`src/rtl/dmem_arbiter_pkg.sv`:
```
// Shared types and constants for the two-master data-memory arbiter.
package dmem_arbiter_pkg;

   localparam int unsigned ADDR_W = 8;
   localparam int unsigned DATA_W = 8;
   localparam int unsigned N_MST  = 2;
   localparam int unsigned M_CORE = 0;
   localparam int unsigned M_EXT  = 1;

   typedef enum logic [1:0] {
      ST_UNLOCKED = 2'd0,
      ST_LOCK0    = 2'd1,
      ST_LOCK1    = 2'd2
   } arb_state_e;

   typedef struct packed {
      logic              req;
      logic              we;
      logic              lock;
      logic [ADDR_W-1:0] addr;
      logic [DATA_W-1:0] wdata;
   } mst_req_t;

   // Masters allowed to win in a given arbitration state
   function automatic logic [1:0] lock_mask(arb_state_e st);
      case (st)
         ST_LOCK0: lock_mask = 2'b01;
         ST_LOCK1: lock_mask = 2'b10;
         default:  lock_mask = 2'b11;
      endcase
   endfunction

endpackage

```
`src/rtl/dmem_arbiter_if.sv`:
```
// Master-side and memory-side signals of the data-memory arbiter.
interface dmem_arbiter_if;
   import dmem_arbiter_pkg::*;

   logic              m0_req, m0_we, m0_lock, m0_ready, m0_rvalid;
   logic [ADDR_W-1:0] m0_addr;
   logic [DATA_W-1:0] m0_wdata, m0_rdata;
   logic              m1_req, m1_we, m1_lock, m1_ready, m1_rvalid;
   logic [ADDR_W-1:0] m1_addr;
   logic [DATA_W-1:0] m1_wdata, m1_rdata;
   logic [ADDR_W-1:0] mem_addr;
   logic              mem_we;
   logic [DATA_W-1:0] mem_wdata, mem_rdata;
   logic              lock_err;

   modport slave (
      input  m0_req, m0_we, m0_lock, m0_addr, m0_wdata,
      output m0_ready, m0_rvalid, m0_rdata,
      input  m1_req, m1_we, m1_lock, m1_addr, m1_wdata,
      output m1_ready, m1_rvalid, m1_rdata,
      output mem_addr, mem_we, mem_wdata,
      input  mem_rdata,
      output lock_err
   );

   modport master (
      output m0_req, m0_we, m0_lock, m0_addr, m0_wdata,
      input  m0_ready, m0_rvalid, m0_rdata,
      output m1_req, m1_we, m1_lock, m1_addr, m1_wdata,
      input  m1_ready, m1_rvalid, m1_rdata,
      input  mem_addr, mem_we, mem_wdata,
      output mem_rdata,
      input  lock_err
   );

endinterface

```
`src/rtl/dmem_arbiter_rr_arb2.sv`:
```
// Two-input round-robin pick: on a tie the master that did not win last is granted.
module dmem_arbiter_rr_arb2 (
   input  logic [1:0] i_req,
   input  logic       i_last_win,
   input  logic [1:0] i_mask,
   output logic [1:0] o_grant_c
);

   logic [1:0] w_elig;

   always_comb begin
      w_elig    = i_req & i_mask;
      o_grant_c = w_elig;
      if (w_elig == 2'b11) begin
         o_grant_c = i_last_win ? 2'b01 : 2'b10;
      end
   end

endmodule

```
`src/rtl/dmem_arbiter.sv`:
```
// Two-master round-robin arbiter for the data memory with bus lock, lock timeout
// and registered read responses.
module dmem_arbiter
   import dmem_arbiter_pkg::*;
#(
   parameter int unsigned LOCK_MAX = 16
) (
   input  logic          clk,
   input  logic          reset,
   dmem_arbiter_if.slave bus
);

   localparam int unsigned      CNT_W    = $clog2(LOCK_MAX);
   localparam logic [CNT_W-1:0] CNT_LAST = CNT_W'(LOCK_MAX - 1);

   arb_state_e        r_state, w_state_nxt;
   logic              r_last_win;
   logic [CNT_W-1:0]  r_lock_cnt, w_lock_cnt_nxt;
   logic              r_lock_err, w_lock_err_nxt;
   logic [1:0]        r_rvalid;
   logic [DATA_W-1:0] r_m0_rdata, r_m1_rdata;

   mst_req_t          w_mreq [N_MST];
   logic [1:0]        w_req, w_grant, w_acc;
   logic              w_owner, w_own_acc, w_own_req, w_own_lock;
   logic [ADDR_W-1:0] w_mem_addr;
   logic [DATA_W-1:0] w_mem_wdata;
   logic              w_mem_we;

   assign w_mreq[M_CORE] = {bus.m0_req, bus.m0_we, bus.m0_lock, bus.m0_addr, bus.m0_wdata};
   assign w_mreq[M_EXT]  = {bus.m1_req, bus.m1_we, bus.m1_lock, bus.m1_addr, bus.m1_wdata};
   assign w_req          = {w_mreq[M_EXT].req, w_mreq[M_CORE].req};

   dmem_arbiter_rr_arb2 u_rr (
      .i_req      (w_req),
      .i_last_win (r_last_win),
      .i_mask     (lock_mask(r_state)),
      .o_grant_c  (w_grant)
   );

   // State logic uses the raw grant; reset only gates what leaves the block
   assign w_acc        = w_grant & w_req;
   assign bus.m0_ready = w_grant[M_CORE] & reset;
   assign bus.m1_ready = w_grant[M_EXT] & reset;

   always_comb begin
      w_mem_addr  = '0;
      w_mem_wdata = '0;
      w_mem_we    = 1'b0;
      if (w_acc[M_CORE]) begin
         w_mem_addr  = w_mreq[M_CORE].addr;
         w_mem_wdata = w_mreq[M_CORE].wdata;
         w_mem_we    = w_mreq[M_CORE].we;
      end else if (w_acc[M_EXT]) begin
         w_mem_addr  = w_mreq[M_EXT].addr;
         w_mem_wdata = w_mreq[M_EXT].wdata;
         w_mem_we    = w_mreq[M_EXT].we;
      end
   end

   assign bus.mem_addr  = w_mem_addr;
   assign bus.mem_wdata = w_mem_wdata;
   assign bus.mem_we    = w_mem_we & reset;

   assign w_owner    = (r_state == ST_LOCK1);
   assign w_own_acc  = w_acc[w_owner];
   assign w_own_req  = w_mreq[w_owner].req;
   assign w_own_lock = w_mreq[w_owner].lock;

   // Next state; the timeout wins over any owner re-lock in the same cycle
   always_comb begin
      w_state_nxt    = r_state;
      w_lock_cnt_nxt = '0;
      w_lock_err_nxt = 1'b0;
      case (r_state)
         ST_UNLOCKED: begin
            if (w_acc[M_CORE] && w_mreq[M_CORE].lock) begin
               w_state_nxt = ST_LOCK0;
            end else if (w_acc[M_EXT] && w_mreq[M_EXT].lock) begin
               w_state_nxt = ST_LOCK1;
            end
         end
         ST_LOCK0, ST_LOCK1: begin
            if (r_lock_cnt == CNT_LAST) begin
               w_state_nxt = ST_UNLOCKED;
            end else if (w_own_acc && !w_own_lock) begin
               w_state_nxt = ST_UNLOCKED;
            end else if (!w_own_req && !w_own_lock) begin
               w_state_nxt = ST_UNLOCKED;
            end
         end
         default: w_state_nxt = ST_UNLOCKED;
      endcase
      if ((w_state_nxt == r_state) && (r_state != ST_UNLOCKED) && !w_own_acc) begin
         w_lock_cnt_nxt = r_lock_cnt + CNT_W'(1);
      end
      // Registered pulse lands in the cycle where the counter sits at its last value
      w_lock_err_nxt = (w_state_nxt != ST_UNLOCKED) && (w_lock_cnt_nxt == CNT_LAST);
   end

   always_ff @(posedge clk or negedge reset) begin
      if (!reset) begin
         r_state    <= ST_UNLOCKED;
         r_last_win <= 1'b1;
         r_lock_cnt <= '0;
         r_lock_err <= 1'b0;
      end else begin
         r_state    <= w_state_nxt;
         r_lock_cnt <= w_lock_cnt_nxt;
         r_lock_err <= w_lock_err_nxt;
         if (|w_acc) begin
            r_last_win <= w_acc[M_EXT];
         end
      end
   end

   // Read responses: one-cycle rvalid, rdata held until that master's next read
   always_ff @(posedge clk or negedge reset) begin
      if (!reset) begin
         r_rvalid   <= 2'b00;
         r_m0_rdata <= '0;
         r_m1_rdata <= '0;
      end else begin
         r_rvalid[M_CORE] <= w_acc[M_CORE] & ~w_mreq[M_CORE].we;
         r_rvalid[M_EXT]  <= w_acc[M_EXT] & ~w_mreq[M_EXT].we;
         if (w_acc[M_CORE] && !w_mreq[M_CORE].we) begin
            r_m0_rdata <= bus.mem_rdata;
         end
         if (w_acc[M_EXT] && !w_mreq[M_EXT].we) begin
            r_m1_rdata <= bus.mem_rdata;
         end
      end
   end

   assign bus.m0_rvalid = r_rvalid[M_CORE];
   assign bus.m1_rvalid = r_rvalid[M_EXT];
   assign bus.m0_rdata  = r_m0_rdata;
   assign bus.m1_rdata  = r_m1_rdata;
   assign bus.lock_err  = r_lock_err;

endmodule
```
`src/flat_wrapper.sv`:
```
// flat-port wrapper written by rule: the top's interface ports become plain ports
module dmem_arbiter_flat import dmem_arbiter_pkg::*;
#(
   parameter int unsigned LOCK_MAX = 16
)
  (clk, reset, bus_m0_req, bus_m0_we, bus_m0_lock, bus_m0_addr, bus_m0_wdata, bus_m0_ready, bus_m0_rvalid, bus_m0_rdata, bus_m1_req, bus_m1_we, bus_m1_lock, bus_m1_addr, bus_m1_wdata, bus_m1_ready, bus_m1_rvalid, bus_m1_rdata, bus_mem_addr, bus_mem_we, bus_mem_wdata, bus_mem_rdata, bus_lock_err);
  dmem_arbiter_if bus_i ();
  input  logic clk;
  input  logic reset;
  input wire logic [$bits(bus_i.m0_req)-1:0] bus_m0_req;
  input wire logic [$bits(bus_i.m0_we)-1:0] bus_m0_we;
  input wire logic [$bits(bus_i.m0_lock)-1:0] bus_m0_lock;
  input wire logic [$bits(bus_i.m0_addr)-1:0] bus_m0_addr;
  input wire logic [$bits(bus_i.m0_wdata)-1:0] bus_m0_wdata;
  output wire logic [$bits(bus_i.m0_ready)-1:0] bus_m0_ready;
  output wire logic [$bits(bus_i.m0_rvalid)-1:0] bus_m0_rvalid;
  output wire logic [$bits(bus_i.m0_rdata)-1:0] bus_m0_rdata;
  input wire logic [$bits(bus_i.m1_req)-1:0] bus_m1_req;
  input wire logic [$bits(bus_i.m1_we)-1:0] bus_m1_we;
  input wire logic [$bits(bus_i.m1_lock)-1:0] bus_m1_lock;
  input wire logic [$bits(bus_i.m1_addr)-1:0] bus_m1_addr;
  input wire logic [$bits(bus_i.m1_wdata)-1:0] bus_m1_wdata;
  output wire logic [$bits(bus_i.m1_ready)-1:0] bus_m1_ready;
  output wire logic [$bits(bus_i.m1_rvalid)-1:0] bus_m1_rvalid;
  output wire logic [$bits(bus_i.m1_rdata)-1:0] bus_m1_rdata;
  output wire logic [$bits(bus_i.mem_addr)-1:0] bus_mem_addr;
  output wire logic [$bits(bus_i.mem_we)-1:0] bus_mem_we;
  output wire logic [$bits(bus_i.mem_wdata)-1:0] bus_mem_wdata;
  input wire logic [$bits(bus_i.mem_rdata)-1:0] bus_mem_rdata;
  output wire logic [$bits(bus_i.lock_err)-1:0] bus_lock_err;
  assign bus_i.m0_req = bus_m0_req;
  assign bus_i.m0_we = bus_m0_we;
  assign bus_i.m0_lock = bus_m0_lock;
  assign bus_i.m0_addr = bus_m0_addr;
  assign bus_i.m0_wdata = bus_m0_wdata;
  assign bus_m0_ready = bus_i.m0_ready;
  assign bus_m0_rvalid = bus_i.m0_rvalid;
  assign bus_m0_rdata = bus_i.m0_rdata;
  assign bus_i.m1_req = bus_m1_req;
  assign bus_i.m1_we = bus_m1_we;
  assign bus_i.m1_lock = bus_m1_lock;
  assign bus_i.m1_addr = bus_m1_addr;
  assign bus_i.m1_wdata = bus_m1_wdata;
  assign bus_m1_ready = bus_i.m1_ready;
  assign bus_m1_rvalid = bus_i.m1_rvalid;
  assign bus_m1_rdata = bus_i.m1_rdata;
  assign bus_mem_addr = bus_i.mem_addr;
  assign bus_mem_we = bus_i.mem_we;
  assign bus_mem_wdata = bus_i.mem_wdata;
  assign bus_i.mem_rdata = bus_mem_rdata;
  assign bus_lock_err = bus_i.lock_err;
  dmem_arbiter #(.LOCK_MAX(LOCK_MAX)) u_core (.clk(clk), .reset(reset), .bus(bus_i));
endmodule
```
`config.mk`:
```
export PLATFORM = sky130hd
export DESIGN_NAME = dmem_arbiter_flat
export DESIGN_NICKNAME = d
export VERILOG_FILES = /design/src/rtl/dmem_arbiter_pkg.sv /design/src/rtl/dmem_arbiter_if.sv /design/src/rtl/dmem_arbiter_rr_arb2.sv /design/src/rtl/dmem_arbiter.sv /design/src/flat_wrapper.sv
export SDC_FILE = /design/constraint.sdc
export NUM_CORES = 1
export LEC_CHECK = 0
export ABC_CLOCK_PERIOD_IN_PS = 2710
export CORE_ASPECT_RATIO = 1.2
export CORE_MARGIN = 2
export CORE_UTILIZATION = 38
export CTS_CLUSTER_SIZE = 24
export DETAILED_ROUTE_END_ITERATION = 7
export GPL_ROUTABILITY_DRIVEN = 0
export PLACE_DENSITY = 0.85
export SLEW_MARGIN = 20
export SYNTH_ARGS = -nofsm -noshare
export SYNTH_HDL_FRONTEND = slang
export SYNTH_SLANG_ARGS = --single-unit
```
`constraint.sdc`:
```
create_clock -name clk -period 2.71 [get_ports clk]
set_input_delay 0.542 -clock clk [delete_from_list [all_inputs] [get_ports clk]]
set_output_delay 0.542 -clock clk [all_outputs]
set_load 0.02 [all_outputs]
```
==> run_results.csv, run 1 <==
group,metric,value,unit
timing,slew-limit-headroom,68.6,%
final_layout,fill_cells,302,
route,drtPass1Iterations,4,
worst_setup_path,critical_path_arrival,2.06,ns
yosys,synthDominantAreaCellType,"sky130_fd_sc_hd__dfrtp_1",
worst_setup_path,largest_fanout_of_any_net_on_the_critical_path,16,
final_layout,finalNonFillerCells,280,
worst_setup_path,crit_required,2.17,ns
worst_hold_path,timing.hold.worst.start,"u_core.r_lock_cnt[0]$_DFF_PN0_",
yosys,netlist-cell-type-count,39,
yosys,postSynthCellCount,127,
yosys,ys_top_cells_by_count,"25 x sky130_fd_sc_hd__dfrtp_1, 16 x sky130_fd_sc_hd__a22o_1, 8 x sky130_fd_sc_hd__mux2_2, 8 x sky130_fd_sc_hd__mux2_4, 6 x sky130_fd_sc_hd__ha_1",
global_routing,via_count_of_the_first_global_routing_pass,1474,
worst_setup_path,endpoint,"bus_mem_addr[0]",
power_and_ir_drop,total_switching_power,0.890,mW
worst_hold_path,min_delay_worst_type,"flop to flop",
yosys,postSynth.topFlopCell,"sky130_fd_sc_hd__dfrtp_1",
timing,fmaxAchievable,384,MHz
timing,finalSetupViolations,0,
clock_tree,cts_root_buf,"sky130_fd_sc_hd__clkbuf_8",
global_routing,first_pass_grt_wire_length,6400,µm
power_and_ir_drop,vdd.ir_drop.worst,0.000632,V
final_layout,drive_above_1_share,26.8,%
place,hpwlAfterDp,3320,µm
clock_tree,numCtsBuffers,3,
clock_tree,ctsHtreeMaxLevel,1,
route,viasPerCell,5.11,
timing,grt_setup_unrepaired,"no",
worst_setup_path,critPathCaptureType,"output port",
worst_setup_path,critPathLaunch,"bus_m0_req",
die,area_of_the_die,4440,µm²
yosys,avgSynthCellArea,11.7,µm²
power_and_ir_drop,sequentialPowerShare,27.9,%
global_routing,grt_max_degree,26,
global_routing,antenna_violations_before_repair,0,
yosys,synth_warnings,0,
place,pre_cts_slack,-0.786,ns
yosys,top_area_cell_type_share_of_the_netlist_area,42.0,%
route,drtIter0Drc,45,
route,detail_route.drc_violations,0,
power_and_ir_drop,p_sw_share,38.9,%
worst_setup_path,startpoint_type,"input port",
timing,finalHoldWorstSlack,0.505,ns
clock_tree,insertion_delay,0.27,ns
die,num_io_pins,86,
clock_tree,tritoncts_num_sinks,26,
worst_setup_path,count_of_cells_along_the_worst_register_to_register_path,8,
yosys,postSynthNetCount,181,
yosys,ys_async_sr_fraction,100,%
yosys,mappedNetlistArea,1490,µm²
die,floorplan.core_area,3690,µm²
worst_setup_path,r2r-end,"u_core.bus.lock_err$_DFF_PN0_",
yosys,ff_latch_count_synth,26,
final_layout,multi_input_area,802,µm²
worst_setup_path,r2r_setup_slack,0.42,ns
power_and_ir_drop,total_power,2.29,mW
worst_setup_path,setup.worst_path.class,"input port to output port",
die,floorplan.initialDensity,40.3,%
power_and_ir_drop,power.static_leakage,1.11,nW
power_and_ir_drop,power.share.clock,10.6,%
yosys,synthMostInstantiatedCell,"sky130_fd_sc_hd__dfrtp_1",
yosys,synth_edf_count,0,
status,status,"completed",
timing,report.final.hold_viol_count,0,
die,fp.dieW,61.2,µm
global_routing,track_usage,18.9,%
final_layout,finish.net_count,283,
route,post_drt_wl_per_cell,14.5,µm
power_and_ir_drop,cellPowerDensity,922,nW/µm²
clock_tree,cts.clk_slew.worst_paths,0.08,ns
final_layout,antennaDiodeCount,0,
flow_run,maxCapViolations,0,
worst_setup_path,crit-reg2reg-launch,"u_core.r_state[0]$_DFF_PN0_",
route,postRouteWirelength,4070,µm
timing,final.min_clock_period,2.60,ns
place,placed_cells_incl_taps,274,
clock_tree,cts_hold_buf,0,
timing,final_max_slew_viol_count,0,
timing,period_share,96.1,%
clock_tree,cts_max_path_buffers,2,
route,dr_total_vias,1430,
final_layout,register_area,652,µm²
power_and_ir_drop,combinationalPowerShare,61.5,%
yosys,yosysSeqAreaShare,43.7,%
power_and_ir_drop,internal_power,1.40,mW
die,rows,24,
clock_tree,cts_tree,"done",
timing,clock_skew,0.00133,ns
timing,worstMarginPinSlew,0.469,ns
die,fp.dieH,72.6,µm
place,port_buffers,85,
yosys,yosys-top-cells-area,"sky130_fd_sc_hd__dfrtp_1 42%, sky130_fd_sc_hd__a22o_1 9.4%, sky130_fd_sc_hd__mux2_4 8.1%",
route,antenna_violating_nets_post_route,0,
final_layout,area_growth_syn_to_layout,66.6,%
timing,final.setup.worst_slack,0.107,ns
global_routing,global_route.overflow_total,0,
-- worst min path at each step --
stage / end / cells after the start / slack (ns)
finish: u_core.r_lock_cnt[0]$_DFF_PN0_ / 1 / 0.51
global route: u_core.r_lock_cnt[0]$_DFF_PN0_ / 1 / 0.54
CTS: u_core.r_lock_cnt[0]$_DFF_PN0_ / 1 / 0.51
detailed placement: u_core.bus.m0_rdata[5]$_DFFE_PN0P_ / 1 / 0.49
global placement: u_core.r_lock_cnt[0]$_DFF_PN0_ / 1 / 0.48
floorplan: u_core.bus.lock_err$_DFF_PN0_ / 0 / 0.25
-- cell type report --
| cell class | count | share of cell area (%) |
|---|---|---|
| inverter | 3 | 0.454 |
| clock buffer | 4 | 2.22 |
| multi-input combinational | 93 | 32.3 |
| timing repair buffer | 102 | 36.1 |
| sequential | 26 | 26.3 |
| tap | 52 | 2.62 |
-- power groups by stage --
stage          sequential, mW  clock, mW  combinational (mW)
6_report                0.639      0.243                1.41
2_1_floorplan           0.802          0               0.623
3_5_place_dp            0.641          0                1.44
4_1_cts                 0.640      0.252                1.40
3_3_place_gp            0.644          0                1.42
5_1_grt                 0.660      0.265                1.51
-- critical path, stage by stage --
cell	delay (ns)
sky130_fd_sc_hd__clkdlybuf4s50_1	0.46
sky130_fd_sc_hd__nor2b_2	0.18
sky130_fd_sc_hd__and2_1	0.19
sky130_fd_sc_hd__nor2_4	0.32
sky130_fd_sc_hd__a22o_1	0.21
sky130_fd_sc_hd__buf_2	0.16
-- metal layers --
metal  share of wire, %  track usage, %
met1                 38            21.6
met2                 49            33.7
met3                 11            3.37
met4                2.1            7.73
met5                  0               0
-- what timing repair did --
action	4_1_cts	5_1_grt
hold endpoints to repair	0	0
gates resized for setup	74	3
endpoints found under the setup margin	18	5
buffers inserted	2	0
-- cell families (layout without fill, tap and decap cells) --
group                      Yosys count  after routing  share of synthesized area [%]
muxes                               16             16                           14.1
adders and majority gates            6              6                           5.04
AOI/OAI and AO/OA                   30             30                           16.0
DFF                                 26             26                           43.7
xor gates and xnor gates             2              2                           1.18
and+or+nand+nor                     39             39                           16.8
buffers and inverters                8            109                           3.11
-- flip-flops by register name, indices dropped and copies added, names as in the netlist --
register	cells
u_core.bus.lock_err	1
u_core.r_lock_cnt	4
u_core.r_state	2
u_core.r_last_win	1
u_core.bus.m0_rdata	8
u_core.bus.m1_rdata	8
u_core.r_rvalid	2
-- cell usage in the layout, fill, tap and decap left out, drive strengths merged, types with 2 or more instances in the layout --
cell type      instances
clkdlybuf4s50         66
buf                   34
dfrtp                 25
a22o                  16
mux2                  16
ha                     6
nor3                   5
and3                   4
nand4                  4
a21oi                  4
clkbuf                 4
nor2                   4
inv                    3
nor3b                  3
nand3                  3
a32oi                  3
nand2                  3
and2                   3
nor2b                  3
nand3b                 2
dlygate4sd2            2
-- stage by stage --
step / setup TNS [ns] / utilization (%) / cell area [µm²]
finish: 0 / 67.2 / 2480
global route: 0 / 67.2 / 2480
CTS: 0 / 67.0 / 2480
detailed placement: -12.84 / 67.2 / 2480
global placement: -12.31 / 67.2 / 2480
floorplan: 0 / - / 1490
Power figures use the tool's default switching activity.
==> run 2, diff against run 1 <==
--- a/config.mk
+++ b/config.mk
@@ -13,6 +13,7 @@
 export DETAILED_ROUTE_END_ITERATION = 7
 export GPL_ROUTABILITY_DRIVEN = 0
 export PLACE_DENSITY = 0.85
+export SETUP_SLACK_MARGIN = 0.05
 export SLEW_MARGIN = 20
 export SYNTH_ARGS = -nofsm -noshare
 export SYNTH_HDL_FRONTEND = slang
==> run_results.csv, run 2 (synthesis gave the netlist of run 1 again) <==
group,metric,value,unit
status,status,"completed",
worst_setup_path,r2r_setup_slack,0.52,ns
global_routing,first_pass_grt_wire_length,6730,µm
power_and_ir_drop,vdd.ir_drop.worst,0.000822,V
global_routing,global_route.overflow_total,0,
route,postRouteWirelength,4190,µm
timing,final.min_clock_period,2.58,ns
route,drtPass1Iterations,4,
global_routing,antenna_violations_before_repair,0,
place,hpwlAfterDp,3420,µm
power_and_ir_drop,combinationalPowerShare,62.2,%
global_routing,track_usage,19.9,%
final_layout,drive_above_1_share,27.7,%
route,drtIter0Drc,12,
worst_setup_path,startpoint_type,"flop",
timing,clock_skew,0.00255,ns
final_layout,final_cell_mix,"65 x sky130_fd_sc_hd__clkdlybuf4s50_1, 25 x sky130_fd_sc_hd__dfrtp_1, 21 x sky130_fd_sc_hd__buf_4",
power_and_ir_drop,internal_power,1.37,mW
final_layout,layout.cells.most_common,"sky130_fd_sc_hd__clkdlybuf4s50_1",
place,port_buffers,85,
worst_setup_path,crit_required,2.17,ns
die,area_of_the_die,4440,µm²
route,detail_route.drc_violations,0,
clock_tree,cts_root_buf,"sky130_fd_sc_hd__clkbuf_8",
power_and_ir_drop,sequentialPowerShare,28.4,%
timing,finalSetupViolations,0,
timing,period_share,95.3,%
timing,fmaxAchievable,387,MHz
final_layout,finish.instance_area,2500,µm²
power_and_ir_drop,cellPowerDensity,907,nW/µm²
worst_hold_path,min_delay_worst_type,"flop to flop",
worst_setup_path,largest_fanout_of_any_net_on_the_critical_path,12,
clock_tree,cts_hold_buf,0,
place,placedInstanceArea,2510,µm²
power_and_ir_drop,p_sw_share,39.4,%
die,num_io_pins,86,
die,floorplan.initialDensity,40.3,%
worst_setup_path,critical_path_arrival,2.04,ns
route,viasPerCell,5.06,
die,fp.dieW,61.2,µm
place,pre_cts_slack,-0.718,ns
power_and_ir_drop,total_power,2.27,mW
final_layout,area_growth_syn_to_layout,67.8,%
die,fp.dieH,72.6,µm
global_routing,grt_max_degree,19,
power_and_ir_drop,power.static_leakage,1.12,nW
timing,report.final.hold_viol_count,0,
route,dr_total_vias,1432,
power_and_ir_drop,total_switching_power,0.893,mW
timing,grt_setup_unrepaired,"no",
final_layout,multi_input_area,806,µm²
die,floorplan.core_area,3690,µm²
clock_tree,cts_tree,"done",
clock_tree,insertion_delay,0.26,ns
flow_run,maxCapViolations,0,
clock_tree,numCtsBuffers,3,
timing,worstMarginPinSlew,0.468,ns
final_layout,register_area,652,µm²
timing,final_max_slew_viol_count,0,
final_layout,antennaDiodeCount,0,
global_routing,via_count_of_the_first_global_routing_pass,1442,
worst_setup_path,critPathCaptureType,"output port",
clock_tree,cts.clk_slew.worst_paths,0.08,ns
worst_setup_path,setup.worst_path.class,"flop to output port",
die,rows,24,
clock_tree,cts_max_path_buffers,2,
clock_tree,tritoncts_num_sinks,26,
final_layout,fill_cells,302,
route,antenna_violating_nets_post_route,0,
clock_tree,ctsHtreeMaxLevel,1,
final_layout,finish.net_count,286,
route,post_drt_wl_per_cell,14.8,µm
power_and_ir_drop,power.share.clock,9.4,%
timing,final.setup.worst_slack,0.126,ns
timing,slew-limit-headroom,68.7,%
run 2: cell types whose count changed in the layout (fill, tap and decap cells not counted), sizes merged:
cell           change
buf                +3
clkdlybuf4s50      -1
dlygate4sd2        +1
run 2: metrics by stage:
step	util, %	hold slack, ns	TNS (ns)	cells
global route	67.7	0.533	0	283
floorplan	-	0.246	0	127
CTS	67.2	0.503	0	282
global placement	68.1	0.490	-11.67	278
finish	67.7	0.506	0	283
detailed placement	68.1	0.492	-11.94	278
run 2: power by group through the flow:
stage	clock network, mW	logic, mW	registers (mW)
3_3_place_gp	0	1.44	0.640
4_1_cts	0.218	1.41	0.646
2_1_floorplan	0	0.623	0.802
3_5_place_dp	0	1.46	0.646
6_report	0.213	1.41	0.644
5_1_grt	0.233	1.51	0.662
run 2: final timing paths:
kind / to / depth (start not counted) / startpoint
worst min register to register: u_core.r_lock_cnt[0]$_DFF_PN0_ / 1 / u_core.r_lock_cnt[0]$_DFF_PN0_
worst max-delay path: bus_mem_addr[4] / 7 / u_core.r_state[0]$_DFF_PN0_
max in group asynchronous: u_core.bus.m0_rdata[1]$_DFFE_PN0P_ / 2 / reset
worst max register to register: u_core.bus.lock_err$_DFF_PN0_ / 7 / u_core.r_state[1]$_DFF_PN0_
min in group asynchronous: u_core.r_lock_cnt[3]$_DFF_PN0_ / 2 / reset
worst min-delay path: u_core.r_lock_cnt[0]$_DFF_PN0_ / 1 / u_core.r_lock_cnt[0]$_DFF_PN0_
run 2: timing repair:
action | 4_1_cts | 5_1_grt
pin swaps | 0 | 1
resized for setup | 75 | 3
setup buffers | 0 | 1
setup endpoints to repair | 19 | 11
run 2: worst max-delay path: stages (launching register included):
cell,delay (ns)
sky130_fd_sc_hd__dfrtp_1,0.40
sky130_fd_sc_hd__ha_1,0.21
sky130_fd_sc_hd__buf_4,0.13
sky130_fd_sc_hd__or3b_1,0.38
sky130_fd_sc_hd__and2_4,0.18
sky130_fd_sc_hd__buf_6,0.14
sky130_fd_sc_hd__a22o_1,0.18
sky130_fd_sc_hd__buf_4,0.15
run 2: final cells by class:
cell class | instances | share of cell area, %
Tap cell | 52 | 2.60
Clock buffer | 4 | 1.80
Timing Repair Buffer | 105 | 36.8
Multi-Input combinational cell | 93 | 32.2
Inverter | 3 | 0.450
Sequential cell | 26 | 26.1
run 2: layer usage:
metal / track usage (%) / share of wire [%]
met2: 34.3 / 50
met3: 4.79 / 8.9
met1: 23.6 / 39
met5: 0 / 0
met4: 7.25 / 2.0
==> run 3, diff against run 2 <==
--- a/config.mk
+++ b/config.mk
@@ -8,11 +8,12 @@
 export ABC_CLOCK_PERIOD_IN_PS = 2710
 export CORE_ASPECT_RATIO = 1.2
 export CORE_MARGIN = 2
-export CORE_UTILIZATION = 38
+export CORE_UTILIZATION = 39
+export CTS_BUF_LIST = sky130_fd_sc_hd__clkbuf_4 sky130_fd_sc_hd__clkbuf_8
 export CTS_CLUSTER_SIZE = 24
 export DETAILED_ROUTE_END_ITERATION = 7
 export GPL_ROUTABILITY_DRIVEN = 0
-export PLACE_DENSITY = 0.85
+export PLACE_DENSITY = 0.87
 export SETUP_SLACK_MARGIN = 0.05
 export SLEW_MARGIN = 20
 export SYNTH_ARGS = -nofsm -noshare
==> run_results.csv, run 3 (synthesis gave the netlist of run 1 again) <==
group,metric,value,unit
route,detail_route.drc_violations,0,
worst_setup_path,critical_path_arrival,2.08,ns
worst_setup_path,r2r-end,"u_core.bus.lock_err$_DFF_PN0_",
clock_tree,cts_root_buf,"sky130_fd_sc_hd__clkbuf_8",
worst_setup_path,cell_with_the_largest_stage_delay_on_the_worst_path,"sky130_fd_sc_hd__clkdlybuf4s50_1",
timing,worstMarginPinSlew,0.455,ns
power_and_ir_drop,total_power,2.26,mW
final_layout,drive_above_1_share,26.2,%
power_and_ir_drop,power.static_leakage,1.11,nW
timing,finalSetupViolations,0,
timing,period_share,96.6,%
die,num_io_pins,86,
route,post_drt_wl_per_cell,14.3,µm
power_and_ir_drop,cellPowerDensity,918,nW/µm²
worst_setup_path,worstPathBufferInverterCount,3,
route,route.met2.wl,1920,µm
route,wl_met3,351,µm
place,port_buffers,85,
route,detail_route.wirelength.met1,1640,µm
worst_setup_path,critPathCaptureType,"output port",
global_routing,via_count_of_the_first_global_routing_pass,1345,
die,fp.dieW,60.4,µm
worst_setup_path,critical-path-max-stage-delay,0.49,ns
timing,finalHoldWorstSlack,0.510,ns
flow_run,maxCapViolations,0,
power_and_ir_drop,sequentialPowerShare,28.4,%
status,status,"completed",
die,area_of_the_die,4330,µm²
final_layout,layout.cells.most_common,"sky130_fd_sc_hd__clkdlybuf4s50_1",
final_layout,antennaDiodeCount,0,
power_and_ir_drop,vdd.ir_drop.worst,0.000783,V
route,drtIter0Drc,47,
route,drtPass1Iterations,4,
route,dr_total_vias,1383,
timing,final.min_clock_period,2.62,ns
power_and_ir_drop,p_sw_share,39.0,%
clock_tree,post_cts_buffers,0,
clock_tree,numCtsBuffers,3,
timing,clock_skew,0.00288,ns
route,postRouteWirelength,3960,µm
timing,report.final.hold_viol_count,0,
final_layout,final_cell_mix,"66 x sky130_fd_sc_hd__clkdlybuf4s50_1, 25 x sky130_fd_sc_hd__dfrtp_1, 16 x sky130_fd_sc_hd__a22o_1, 16 x sky130_fd_sc_hd__buf_2, 14 x sky130_fd_sc_hd__buf_4",
global_routing,global_route.overflow_total,0,
final_layout,finish.net_count,280,
clock_tree,cts_max_path_buffers,2,
clock_tree,insertion_delay,0.26,ns
worst_hold_path,hold_end,"u_core.r_lock_cnt[0]$_DFF_PN0_",
global_routing,first_pass_grt_wire_length,6220,µm
final_layout,fill_cells,315,
clock_tree,ctsHtreeMaxLevel,1,
timing,final_max_slew_viol_count,0,
timing,grt_setup_unrepaired,"no",
global_routing,antenna_violations_before_repair,0,
route,top_signal_layer_used,"met4",
worst_hold_path,timing.hold.worst_path_depth,1,
worst_setup_path,crit_required,2.17,ns
global_routing,track_usage,18.5,%
final_layout,area_growth_syn_to_layout,65.5,%
die,fp.dieH,71.7,µm
power_and_ir_drop,internal_power,1.38,mW
die,floorplan.core_area,3660,µm²
die,floorplan.initialDensity,40.7,%
worst_setup_path,crit-reg2reg-launch,"u_core.r_state[1]$_DFF_PN0_",
clock_tree,cts_tree,"done",
worst_hold_path,timing.hold.worst.start,"u_core.r_lock_cnt[0]$_DFF_PN0_",
timing,fmaxAchievable,382,MHz
clock_tree,cts.clk_slew.worst_paths,0.08,ns
worst_setup_path,count_of_cells_along_the_worst_register_to_register_path,6,
timing,slew-limit-headroom,69.6,%
worst_setup_path,startpoint_type,"input port",
power_and_ir_drop,total_switching_power,0.883,mW
worst_setup_path,setup.worst_path.class,"input port to output port",
power_and_ir_drop,power.share.clock,10.7,%
worst_setup_path,critPathTopFamily,"buffers and inverters",
route,antenna_violating_nets_post_route,0,
worst_hold_path,min_delay_worst_type,"flop to flop",
worst_setup_path,r2r_setup_slack,0.63,ns
worst_setup_path,largest_fanout_of_any_net_on_the_critical_path,6,
global_routing,grt_max_degree,26,
worst_setup_path,critPathLaunch,"bus_m1_req",
worst_setup_path,cp_cell_sequence,"clkdlybuf4s50_1 > or3b_4 > and2_4 > buf_4 > a22o_1 > buf_2",
clock_tree,cts_hold_buf,0,
die,rows,24,
power_and_ir_drop,combinationalPowerShare,60.9,%
clock_tree,tritoncts_num_sinks,26,
place,hpwlAfterDp,3240,µm
route,viasPerCell,4.99,
-- run 3: cell types whose count changed in the layout (fill, tap and decap cells not counted), sizes merged --
cell / previous run / this run
buf: 37 / 31
clkdlybuf4s50: 65 / 66
dlygate4sd2: 3 / 1
dlymetal6s2s: 0 / 1
-- run 3: repair_timing --
item                                    in CTS  in global routing
endpoints found under the setup margin      19                 12
pin swaps                                    0                  1
gates resized for setup                     71                  5
-- run 3: power groups by stage --
stage | sequential, mW | clock (mW) | combinational, mW
floorplan | 0.802 | 0 | 0.623
global placement | 0.643 | 0 | 1.41
detailed placement | 0.643 | 0 | 1.44
CTS | 0.644 | 0.244 | 1.37
global route | 0.665 | 0.261 | 1.47
finish | 0.643 | 0.242 | 1.38
-- run 3: final cells by class --
type | instances | area, µm² | share of cell area (%)
clock buffer | 4 | 55.1 | 2.23
inverter | 3 | 11.3 | 0.457
multi-input combinational | 93 | 805 | 32.6
timing repair buffer | 99 | 878 | 35.6
sequential | 26 | 652 | 26.4
tap | 52 | 65.1 | 2.64
-- run 3: how the worst max path moves through the flow --
stage | endpoint | slack (ns) | cells past startpoint
finish | bus_mem_addr[7] | 0.09 | 6
global route | bus_mem_addr[7] | 0.05 | 6
CTS | bus_m1_ready | 0.05 | 5
detailed placement | bus_mem_we | -0.34 | 6
global placement | bus_mem_we | -0.32 | 6
floorplan | bus_mem_we | 0.19 | 8
-- run 3: stage by stage --
step | util (%) | area [µm²] | setup TNS [ns] | std cells | setup WS, ns
finish | 67.3 | 2470 | 0 | 277 | 0.0920
global route | 67.3 | 2470 | 0 | 277 | 0.0488
CTS | 66.9 | 2450 | 0 | 277 | 0.0501
detailed placement | 67.6 | 2480 | -4.84 | 273 | -0.345
global placement | 67.6 | 2480 | -4.58 | 273 | -0.321
floorplan | - | 1490 | 0 | 127 | 0.191
-- run 3: metal layers --
layer / vias up / track usage, %
li1: 681 / -
met1: 633 / 23.2
met2: 65 / 31.8
met3: 4 / 3.61
met4: 0 / 5.80
met5: - / 0
==> patch, RTL diff (settings of run 3) <==
Re-encode `arb_state_e` (3 states) as one-hot, 3 bits wide.
--- a/src/rtl/dmem_arbiter_pkg.sv
+++ b/src/rtl/dmem_arbiter_pkg.sv
@@ -7,10 +7,10 @@
    localparam int unsigned M_CORE = 0;
    localparam int unsigned M_EXT  = 1;
 
-   typedef enum logic [1:0] {
-      ST_UNLOCKED = 2'd0,
-      ST_LOCK0    = 2'd1,
-      ST_LOCK1    = 2'd2
+   typedef enum logic [2:0] {
+      ST_UNLOCKED = 3'b001,
+      ST_LOCK0    = 3'b010,
+      ST_LOCK1    = 3'b100
    } arb_state_e;
 
    typedef struct packed {
Function: no difference found for any inputs over 10 cycles, from zero or initial values and one cycle with reset low; not proved beyond that.
==> patch against run 3 <==
Count of clock-buffer cells in the layout is 1 lower; register-to-register slack worse by 0.11 ns; wire length is 2.1% higher; sequential cell count is 1 higher; cell area is 0.96% higher; worst setup slack better by 0.038 ns; clock skew is 0.0076 ns higher; total power is 20% lower; area after synthesis is 1.7% higher; critical path type unchanged; largest cell class unchanged; largest power group unchanged; highest routed layer unchanged.
==> patch: results (changes against run 3) <==
- Tapcell count: 52 (unchanged)
- Clock distribution area overhead in the final layout: 0.0196 (-0.00273)
- Fraction of layout cells with a size suffix above 1: 0.252 (-0.0100)
- Adder and majority cell fraction of the synthesized area: 0.00826 (-0.0421)
- Synthesized-area fraction occupied by ao, oa, aoi and oai cells: 0.189 (+0.0287)
- Number of filler instances in the final layout: 304 (-3.5%)
- Net Switching: 0.660 mW (-25%)
- Arrival @ worst endpoint: 2.04 ns (-0.04 ns)
- Global-route wire length before repair: 6070 um (-2.5%)
- Length of the first detailed-routing pass in iterations: 4 (unchanged)
- Leakage: 1.11 nW (-0.79%)
- Sequential share of the synthesized area: 0.448 (+0.0101)
- DR vias: 1,415 (+2.3%)
- Clock transition at path regs: 0.09 ns
- Number of library cell types mapped by synthesis: 42 (+7.7%)
- Count of cells resized by post-cts repair: 48 (-32%)
- Largest net degree at the start of global routing: 20 (-23%)
- Number of cells produced by synthesis: 136 (+7.1%)
- Post-detailed-placement cell area: 2480 um^2 (+0.25%)
- Stage delay of the slowest cell on the critical path: 0.53 ns (+0.04 ns)
- DRC violation total after the first TritonRoute iteration: 42 (-11%)
- Count of multi-input gates: 98 (+5.4%)
- Vias in the first global route: 1,312 (-2.5%)
- Crit Path Max Fanout: 18 (+12)
- Xor/xnor share of the synthesized area: 0.0116 (-0.000194)
- Clock buffers: 3 (-1)
- Most frequent cells after synthesis: sky130_fd_sc_hd__dfrtp_1, sky130_fd_sc_hd__a22o_1, sky130_fd_sc_hd__nor2_1
- Endpoint of the worst setup timing path: bus_mem_wdata[1]
- Main area contributors after synthesis: sky130_fd_sc_hd__dfrtp_1, sky130_fd_sc_hd__a22o_1, sky130_fd_sc_hd__mux2_4
- Placed wire-length estimate after detailed placement: 3250 um (+0.38%)
- Sink count of the clock tree: 27 (+3.8%)
- Register-to-register setup slack: 0.52 ns (-0.11 ns)
- Proportion of final cell area spent on non-clock buffers: 0.367 (+0.0107)
- Post-synth net total: 185 (+2.2%)
- Outcome: complete, no violations
- Fraction of synthesized area in multiplexers: 0.139 (-0.00233)
- Average wire per cell in the routed design: 14.3 um (+0.31%)
- Endpoint of the worst-slack reg-to-reg timing path: u_core.bus.m1_rdata[5]
- Total Routed Length: 4050 um (+2.1%)
- Startpoint of the most critical setup path: bus_m0_req
- Clock Skew: 0.0105 ns (+0.00759 ns)
- GRT Total Usage: 0.182 (-0.00310)
- Source of the worst register-to-register timing path: u_core.r_state[0]
- Antenna Cells: 0 (unchanged)
## patch: metrics by stage
step	worst slack (ns)	hold WS, ns	TNS [ns]	power (mW)
2_1_floorplan	0.252	0.246	0	1.15
3_3_place_gp	-0.410	0.470	-3.95	1.60
3_5_place_dp	-0.447	0.483	-4.76	1.62
4_1_cts	0.0660	0.496	0	1.82
5_1_grt	0.0569	0.536	0	1.91
6_report	0.130	0.496	0	1.80
## patch: power groups by stage
stage	Combinational (mW)	Sequential, mW	Clock [mW]
floorplan	0.455	0.699	0
global placement	1.00	0.598	0
detailed placement	1.01	0.601	0
CTS	0.997	0.596	0.232
global route	1.05	0.613	0.249
finish	0.974	0.596	0.231
## patch: per-layer routing
layer	track usage	share of wire	vias to the layer above
met5	0	0	-
met4	0.0362	0.0035	0
met3	0.0428	0.12	2
met2	0.321	0.48	75
met1	0.225	0.40	652
li1	-	-	686
